--- src/rtl/adder_vec_pkg.sv ---
// Shared constants, state encoding and vector-entry field layout for the
// serial-adder vector driver.
package adder_vec_pkg;

  // Default number of vector entries and cycles each vector is held.
  localparam int unsigned N    = 8;
  localparam int unsigned HOLD = 6;

  // Widths of the entry word, entry index and error counter.
  localparam int unsigned EntryW = 7;
  localparam int unsigned AddrW  = 3;
  localparam int unsigned ErrW   = 4;

  // Bit positions inside an entry word {start,rst,B,A,CIN,expS,expCOUT}.
  localparam int unsigned BitStart   = 6;
  localparam int unsigned BitRst     = 5;
  localparam int unsigned BitB       = 4;
  localparam int unsigned BitA       = 3;
  localparam int unsigned BitCin     = 2;
  localparam int unsigned BitExpS    = 1;
  localparam int unsigned BitExpCout = 0;

  typedef enum logic [1:0] {
    StIdle  = 2'd0,
    StDrive = 2'd1,
    StDone  = 2'd2
  } state_e;

  // Expected {S, COUT} response carried in an entry.
  function automatic logic [1:0] exp_bits(input logic [EntryW-1:0] entry);
    return {entry[BitExpS], entry[BitExpCout]};
  endfunction

endpackage

--- src/rtl/adder_vec_driver_if.sv ---
// Bundle of the memory write port, run control, stimulus/response and
// run-status signals between the vector driver and its environment.
interface adder_vec_driver_if;
  import adder_vec_pkg::*;

  logic              wr_en;
  logic [AddrW-1:0]  wr_addr;
  logic [EntryW-1:0] wr_data;
  logic              go;
  logic              start;
  logic              rst;
  logic              B;
  logic              A;
  logic              CIN;
  logic              S;
  logic              COUT;
  logic              busy;
  logic              done;
  logic [ErrW-1:0]   err_cnt;
  logic [AddrW-1:0]  first_fail;

  // Environment side: loads vectors, starts runs, returns adder responses.
  modport master (
    output wr_en, wr_addr, wr_data, go, S, COUT,
    input  start, rst, B, A, CIN, busy, done, err_cnt, first_fail
  );

  // Driver side.
  modport slave (
    input  wr_en, wr_addr, wr_data, go, S, COUT,
    output start, rst, B, A, CIN, busy, done, err_cnt, first_fail
  );

endinterface

--- src/rtl/vec_mem.sv ---
// Depth x Width register file: one synchronous write port, one combinational
// read port. Contents are deliberately not reset.
module vec_mem #(
  parameter int unsigned Depth = 8,
  parameter int unsigned Width = 7,
  parameter int unsigned AddrW = 3
) (
  input  logic             clk_i,
  input  logic             we_i,
  input  logic [AddrW-1:0] waddr_i,
  input  logic [Width-1:0] wdata_i,
  input  logic [AddrW-1:0] raddr_i,
  output logic [Width-1:0] rdata_o
);

  logic [Width-1:0] mem_q [Depth];

  // Write port.
  always_ff @(posedge clk_i) begin
    if (we_i) begin
      mem_q[waddr_i] <= wdata_i;
    end
  end

  assign rdata_o = mem_q[raddr_i];

endmodule

--- src/rtl/adder_vec_driver.sv ---
// Replays a small table of stimulus vectors into a serial-adder state machine,
// holding each vector for HOLD cycles, sampling {S,COUT} on the last hold cycle
// and counting mismatches against the expected bits stored with each vector.
module adder_vec_driver #(
  parameter int unsigned N    = adder_vec_pkg::N,
  parameter int unsigned HOLD = adder_vec_pkg::HOLD
) (
  input logic               CLK,
  input logic               NRST,
  adder_vec_driver_if.slave bus
);
  import adder_vec_pkg::state_e;
  import adder_vec_pkg::StIdle;
  import adder_vec_pkg::StDrive;
  import adder_vec_pkg::StDone;
  import adder_vec_pkg::EntryW;
  import adder_vec_pkg::AddrW;
  import adder_vec_pkg::ErrW;
  import adder_vec_pkg::BitStart;
  import adder_vec_pkg::BitRst;
  import adder_vec_pkg::BitB;
  import adder_vec_pkg::BitA;
  import adder_vec_pkg::BitCin;
  import adder_vec_pkg::exp_bits;

  localparam int unsigned HoldW = (HOLD > 1) ? $clog2(HOLD) : 1;

  state_e            state_q, state_d;
  logic [AddrW-1:0]  idx_q, idx_d;
  logic [HoldW-1:0]  hold_q, hold_d;
  logic [ErrW-1:0]   err_q, err_d;
  logic [AddrW-1:0]  ff_q, ff_d;
  // Whole entry currently driven; its expected bits are used at the sample edge.
  logic [EntryW-1:0] entry_q, entry_d;

  logic              mem_we;
  logic [AddrW-1:0]  mem_raddr;
  logic [EntryW-1:0] mem_rdata;
  logic [EntryW-1:0] first_entry;
  logic              last_hold;
  logic              last_idx;
  logic              mismatch;
  logic              err_sat;

  // Memory is frozen while a run is in progress.
  assign mem_we = bus.wr_en && (state_q == StIdle);

  // The read port looks one entry ahead so the next vector is ready at the
  // sample edge; in IDLE it points at entry 0 for the run start.
  assign mem_raddr = (state_q == StIdle) ? '0 : idx_q + AddrW'(1);

  // A write to entry 0 in the go cycle must be seen by the run.
  assign first_entry = (mem_we && (bus.wr_addr == '0)) ? bus.wr_data : mem_rdata;

  assign last_hold = (hold_q == HoldW'(HOLD - 1));
  assign last_idx  = (idx_q == AddrW'(N - 1));
  assign mismatch  = ({bus.S, bus.COUT} != exp_bits(entry_q));
  assign err_sat   = (err_q == ErrW'(N));

  vec_mem #(
    .Depth(N),
    .Width(EntryW),
    .AddrW(AddrW)
  ) u_vec_mem (
    .clk_i  (CLK),
    .we_i   (mem_we),
    .waddr_i(bus.wr_addr),
    .wdata_i(bus.wr_data),
    .raddr_i(mem_raddr),
    .rdata_o(mem_rdata)
  );

  // Next-state, counter and compare logic.
  always_comb begin
    state_d = state_q;
    idx_d   = idx_q;
    hold_d  = hold_q;
    err_d   = err_q;
    ff_d    = ff_q;
    entry_d = entry_q;
    unique case (state_q)
      StIdle: begin
        if (bus.go) begin
          idx_d   = '0;
          hold_d  = '0;
          err_d   = '0;
          ff_d    = '0;
          entry_d = first_entry;
          state_d = StDrive;
        end
      end
      StDrive: begin
        if (last_hold) begin
          hold_d = '0;
          if (mismatch) begin
            if (!err_sat) begin
              err_d = err_q + ErrW'(1);
            end
            if (err_q == '0) begin
              ff_d = idx_q;
            end
          end
          if (last_idx) begin
            entry_d = '0;
            state_d = StDone;
          end else begin
            idx_d   = idx_q + AddrW'(1);
            entry_d = mem_rdata;
          end
        end else begin
          hold_d = hold_q + HoldW'(1);
        end
      end
      StDone: begin
        state_d = StIdle;
      end
      default: begin
        entry_d = '0;
        state_d = StIdle;
      end
    endcase
  end

  // State and counter registers with synchronous active-low reset.
  always_ff @(posedge CLK) begin
    if (!NRST) begin
      state_q <= StIdle;
      idx_q   <= '0;
      hold_q  <= '0;
      err_q   <= '0;
      ff_q    <= '0;
      entry_q <= '0;
    end else begin
      state_q <= state_d;
      idx_q   <= idx_d;
      hold_q  <= hold_d;
      err_q   <= err_d;
      ff_q    <= ff_d;
      entry_q <= entry_d;
    end
  end

  // entry_q is zero outside DRIVE, so the stimulus is idle there as well.
  assign bus.start      = entry_q[BitStart];
  assign bus.rst        = entry_q[BitRst];
  assign bus.B          = entry_q[BitB];
  assign bus.A          = entry_q[BitA];
  assign bus.CIN        = entry_q[BitCin];
  assign bus.busy       = (state_q != StIdle);
  assign bus.done       = (state_q == StDone);
  assign bus.err_cnt    = err_q;
  assign bus.first_fail = ff_q;

endmodule
--- src/flat_wrapper.sv ---
// flat-port wrapper written by rule: the top's interface ports become plain ports
module adder_vec_driver_flat import adder_vec_pkg::state_e; import adder_vec_pkg::StIdle; import adder_vec_pkg::StDrive; import adder_vec_pkg::StDone; import adder_vec_pkg::EntryW; import adder_vec_pkg::AddrW; import adder_vec_pkg::ErrW; import adder_vec_pkg::BitStart; import adder_vec_pkg::BitRst; import adder_vec_pkg::BitB; import adder_vec_pkg::BitA; import adder_vec_pkg::BitCin; import adder_vec_pkg::exp_bits;
#(
  parameter int unsigned N    = adder_vec_pkg::N,
  parameter int unsigned HOLD = adder_vec_pkg::HOLD
)
  (CLK, NRST, bus_wr_en, bus_wr_addr, bus_wr_data, bus_go, bus_S, bus_COUT, bus_start, bus_rst, bus_B, bus_A, bus_CIN, bus_busy, bus_done, bus_err_cnt, bus_first_fail);
  adder_vec_driver_if bus_i ();
  input logic CLK;
  input logic NRST;
  input wire logic [$bits(bus_i.wr_en)-1:0] bus_wr_en;
  input wire logic [$bits(bus_i.wr_addr)-1:0] bus_wr_addr;
  input wire logic [$bits(bus_i.wr_data)-1:0] bus_wr_data;
  input wire logic [$bits(bus_i.go)-1:0] bus_go;
  input wire logic [$bits(bus_i.S)-1:0] bus_S;
  input wire logic [$bits(bus_i.COUT)-1:0] bus_COUT;
  output wire logic [$bits(bus_i.start)-1:0] bus_start;
  output wire logic [$bits(bus_i.rst)-1:0] bus_rst;
  output wire logic [$bits(bus_i.B)-1:0] bus_B;
  output wire logic [$bits(bus_i.A)-1:0] bus_A;
  output wire logic [$bits(bus_i.CIN)-1:0] bus_CIN;
  output wire logic [$bits(bus_i.busy)-1:0] bus_busy;
  output wire logic [$bits(bus_i.done)-1:0] bus_done;
  output wire logic [$bits(bus_i.err_cnt)-1:0] bus_err_cnt;
  output wire logic [$bits(bus_i.first_fail)-1:0] bus_first_fail;
  assign bus_i.wr_en = bus_wr_en;
  assign bus_i.wr_addr = bus_wr_addr;
  assign bus_i.wr_data = bus_wr_data;
  assign bus_i.go = bus_go;
  assign bus_i.S = bus_S;
  assign bus_i.COUT = bus_COUT;
  assign bus_start = bus_i.start;
  assign bus_rst = bus_i.rst;
  assign bus_B = bus_i.B;
  assign bus_A = bus_i.A;
  assign bus_CIN = bus_i.CIN;
  assign bus_busy = bus_i.busy;
  assign bus_done = bus_i.done;
  assign bus_err_cnt = bus_i.err_cnt;
  assign bus_first_fail = bus_i.first_fail;
  adder_vec_driver #(.N(N), .HOLD(HOLD)) u_core (.CLK(CLK), .NRST(NRST), .bus(bus_i));
endmodule
--- config.mk ---
export PLATFORM = sky130hd
export DESIGN_NAME = adder_vec_driver_flat
export DESIGN_NICKNAME = d
export VERILOG_FILES = /design/src/rtl/adder_vec_pkg.sv /design/src/rtl/adder_vec_driver_if.sv /design/src/rtl/vec_mem.sv /design/src/rtl/adder_vec_driver.sv /design/src/flat_wrapper.sv
export SDC_FILE = /design/constraint.sdc
export NUM_CORES = 1
export LEC_CHECK = 0
export BUFFER_PORTS_ARGS = -buffer_cell sky130_fd_sc_hd__buf_4
export CORE_MARGIN = 2
export CORE_UTILIZATION = 50
export CTS_BUF_LIST = sky130_fd_sc_hd__clkbuf_2
export CTS_CLUSTER_DIAMETER = 150
export DETAILED_ROUTE_END_ITERATION = 8
export PLACE_DENSITY = 0.69
export SLEW_MARGIN = 20
export SYNTH_ARGS = -nofsm -noshare
export SYNTH_HDL_FRONTEND = slang
export SYNTH_SLANG_ARGS = --single-unit
--- constraint.sdc ---
create_clock -name CLK -period 2.35 [get_ports CLK]
set_clock_uncertainty 0.1 [all_clocks]
set_input_delay 0.5875 -clock CLK [delete_from_list [all_inputs] [get_ports CLK]]
set_output_delay 0.5875 -clock CLK [all_outputs]
set_load 0.01 [all_outputs]
==> reports/summary.md <==
The type of the worst setup path was reg2out. For this run, global-route usage on met3 was measured as 5.40%. Of the total synthesized cell area, the portion taken by full adders, half adders and majority gates is 1.44%. The clock tree synthesis step divided the H-tree into 3 levels.

Yosys mapped a number of flops with a built-in enable equal to 56. Routability-driven placement finished with a final weighted congestion of 0.804. Summed over all nets, the half-perimeter wirelength after detailed placement is 5200 microns.

The final critical-path required period is 2.13 ns. Setup repair after global routing left no endpoint under its margin. The library cell with the highest instance count after synthesis is edfxtp_1. Summing every instance area after synthesis gives 3480 sq um. For the headroom to the max-slew limit, the log shows 62.6%.

Post-synthesis sequential element count: 78. The cell area after layout came out at 3960 sq um. The met2 capacity usage during global routing is 33.7%.

Library cell occupying the most area in the post-synthesis netlist: edfxtp_1. The average detailed-routed wire length per instance is 17.2 microns. For the maximum number of pins on one net before global-route repair, the log shows 46. STA classifies the critical path endpoint as a primary output.

The tools report the DRC marker count from the first detailed-route iteration as 182. From synthesis to final layout, the design area changed by 13.7%. The clock reaches the later pin of the worst-skew pair after 0.53 ns. The most utilized layer in the global route result was met2. Along the worst path, the maximum fanout reaches 11. The starting density of the core came out at 51.6%. The post-CTS setup-driven buffer insertion count is 0.

TritonCTS built the clock tree. Global routing finished with a remaining overflow of 0. The register area is 2120 sq um, and the number of instances in the synthesized netlist is 309. In the final layout, the share of cells above drive strength 1 is 20.5%.

Dividing total power by cell area gives a power density of 635 nW/um^2. Derived from the worst setup path, the maximum achievable clock frequency is 470 MHz. The tools report the setup slack after layout as 0.223 ns.

For this design the static power due to leakage is 1.49 nW. TritonCTS created 9 clock buffers. The count of input and output buffers is 29. The number of max-capacitance violations reported is 0. After the last flow step, the layout net total stands at 367. In this run the biggest area consumer among cell types represents 48.3% of the synthesized area. The tools report the area of the die as 7650 sq um. The total length of routed wires came out at 7420 microns. Sorting the synthesized cells by how often they occur yields edfxtp_1, nand2_1, a21oi_1. The clock passes through at most 2 buffers. By area, the combinational part of the netlist is dominated by compound AO/OA/AOI/OAI gates.

The path type of the worst min-delay path is in2reg. The pre-antenna-repair detailed-routing pass consisted of 4 iterations. The signal on the critical path passes through buf_4, nand2b_1, inv_1, buf_4. The worst setup path is launched from a flop.

The number of pins with negative max-slew slack in the final report is 0, and the xor/xnor cell area share of the yosys netlist is 1.26%. The maximum single-stage delay on the critical path was 0.44 ns; the number of ports placed on the die boundary was 30. The final standard cell count with taps included and fillers excluded was 432; the count of inserted antenna diode cells was 0. The logs give 1.66 ns for the data required time of the critical path and 30 for the floorplan row count. The family of cells with the greatest summed delay on the critical path was flip-flops. Ranked by total cell area, the synthesized netlist is headed by edfxtp_1, dfxtp_1, mux2i_1. In this run, placement finished with an instance count of 416.

For met1 alone, demand over resource in global routing was 28.7%. The final-report hold violation count came out at 0. The post-synthesis net count was 329.

The number of buffers and inverters on the critical path is 3. The slowest stage cell on the critical path is dfxtp_1. Maximum resistive drop on vdd: 0.420 mV.

In the final layout, the multi-input gates occupy 1220 sq um. The first global-routing pass estimated 12000 microns of wire. The logs give 0 for the number of antenna violations at the first check in global routing and 1.44 ns for the arrival time of data at the critical path endpoint. Summing the areas of all compound-gate instances in the mapped netlist gives 14.3% of the synthesized area.

The flow ran to the end, and the final reports show no timing, DRC or antenna violations. In the synthesized netlist the async set-or-reset flop fraction comes to 0%. Clock-pin slew was measured on the worst setup and hold paths at 0.23 ns. The dominant synthesized flop cell was edfxtp_1.

A synthesized cell averages 11.3 sq um. The height of the die is 87.5 microns. The synthesis warning total is 0, and the number of filler cells placed in the layout is 597. The worst slack at placement is 0.107 ns, and the final total negative setup slack is 0 ns. The total vias in the final route was 2458. In this design, the critical path's most frequently occurring cell is buf_4. The total setup violations reported at the end of the flow is 0, and the mean number of vias per cell is 5.69. The floorplan step set the die width to 87.5 microns. Post-detailed-placement cell area: 3840 sq um. The run gives 21.4% as the total routing resource utilization after global routing. The clock tree root driver cell was clkbuf_2. The share of the Yosys chip area taken by registers is 60.9%. The worst path uses 90.5% of the clock period.

The count of nets left with antenna violations once routing finished came out at 0. On the final layout, the worst hold slack is 0.196 ns. The slew at the pin closest to its max-slew limit was 0.562 ns. The share of synthesized cell area in and, or, nand and nor gates was 12.5%; the number of sinks driven by the clock tree was 78.

The via count of the first global-routing pass is 2313, and the core area is 6760 sq um. The number of distinct library cell variants in the gate-level netlist after synthesis is 39. The share of synthesized area spent on multiplexers is 5.46%, and the post-detailed-route DRC marker count is 0.
-- where the power goes --
group          internal [W]  switching (W)
sequential          0.00150      0.0000194
clock              0.000262       0.000494
combinational     0.0000957       0.000140
total               0.00186       0.000654
-- cell usage in the layout, fill, tap and decap left out, types with 7 or more instances in the layout --
cell | synthesis | layout
edfxtp_1 | 56 | 56
buf_4 | 0 | 43
nand2_1 | 32 | 32
a21oi_1 | 23 | 23
o21ai_0 | 20 | 20
dfxtp_1 | 22 | 20
mux2i_1 | 19 | 19
inv_1 | 17 | 17
nor3_1 | 17 | 17
nor2_1 | 13 | 13
nand3_1 | 10 | 10
clkbuf_2 | 0 | 9
a22oi_1 | 7 | 7
a41oi_1 | 7 | 7
-- path summary, 6_finish.rpt --
check | start | end | slack, ns | cells after the start
min reg2reg | u_core.bus.first_fail[1] | u_core.bus.first_fail[1] | 0.38 | 2
max | u_core.state_q[1] | bus_done | 0.22 | 4
min | bus_wr_data[6] | u_core.u_vec_mem.mem_q[2][6] | 0.20 | 1
max reg2reg | u_core.idx_q[1] | u_core.entry_q[1] | 0.33 | 7
-- state kept, by name, indices dropped and copies added, names as in the netlist --
register / flops
u_core.entry_q: 7
u_core.bus.err_cnt: 4
u_core.hold_q: 3
u_core.bus.first_fail: 3
u_core.state_q: 2
u_core.u_vec_mem.mem_q: 56
u_core.idx_q: 3
-- worst reg2reg max path, cell delays in order (launching register included) --
cell,delay [ns]
dfxtp_1,0.38
ha_1,0.19
ha_1,0.22
a21oi_1,0.18
o21a_1,0.38
o21ai_1,0.13
a21bo_2,0.23
a41oi_1,0.14
-- timing repair --
item                                    CTS  global route
hold buffers                              0             0
gates resized for setup                   0             1
endpoints found under the setup margin    0             1
-- final cells by class --
| type | count | share of cell area, % |
|---|---|---|
| multi-input cells | 196 | 30.8 |
| flip-flops and latches | 78 | 53.6 |
| clock inverters | 7 | 1.99 |
| clock buffers | 9 | 1.14 |
| well taps | 80 | 2.53 |
| inverters | 19 | 1.80 |
| repair buffers | 43 | 8.15 |
-- stage by stage --
step	total power (W)	util [%]
after CTS	0.00254	58.6
final	0.00251	58.6
after floorplan	0.00169	-
after global placement	0.00178	56.8
after detailed placement	0.00179	56.8
after global routing	0.00263	58.6
-- per-layer routing --
layer  wire [microns]  vias to the layer above  part of all wire (%)
li1                 -                     1201                     -
met1             3390                     1184                    46
met2             3540                       60                    48
met3              367                       13                   4.9
met4              117                        0                   1.6
met5                0                        -                     0
-- kinds of logic after synthesis --
logic type / count (synthesis)
buffers and inverters: 35
AO/OA/AOI/OAI: 78
flip-flops: 78
AND/OR/NAND/NOR: 90
adder cells (fa/ha/maj): 4
multiplexers: 19
XOR/XNOR: 5
No activity file was read; power rests on OpenSTA's default activity.
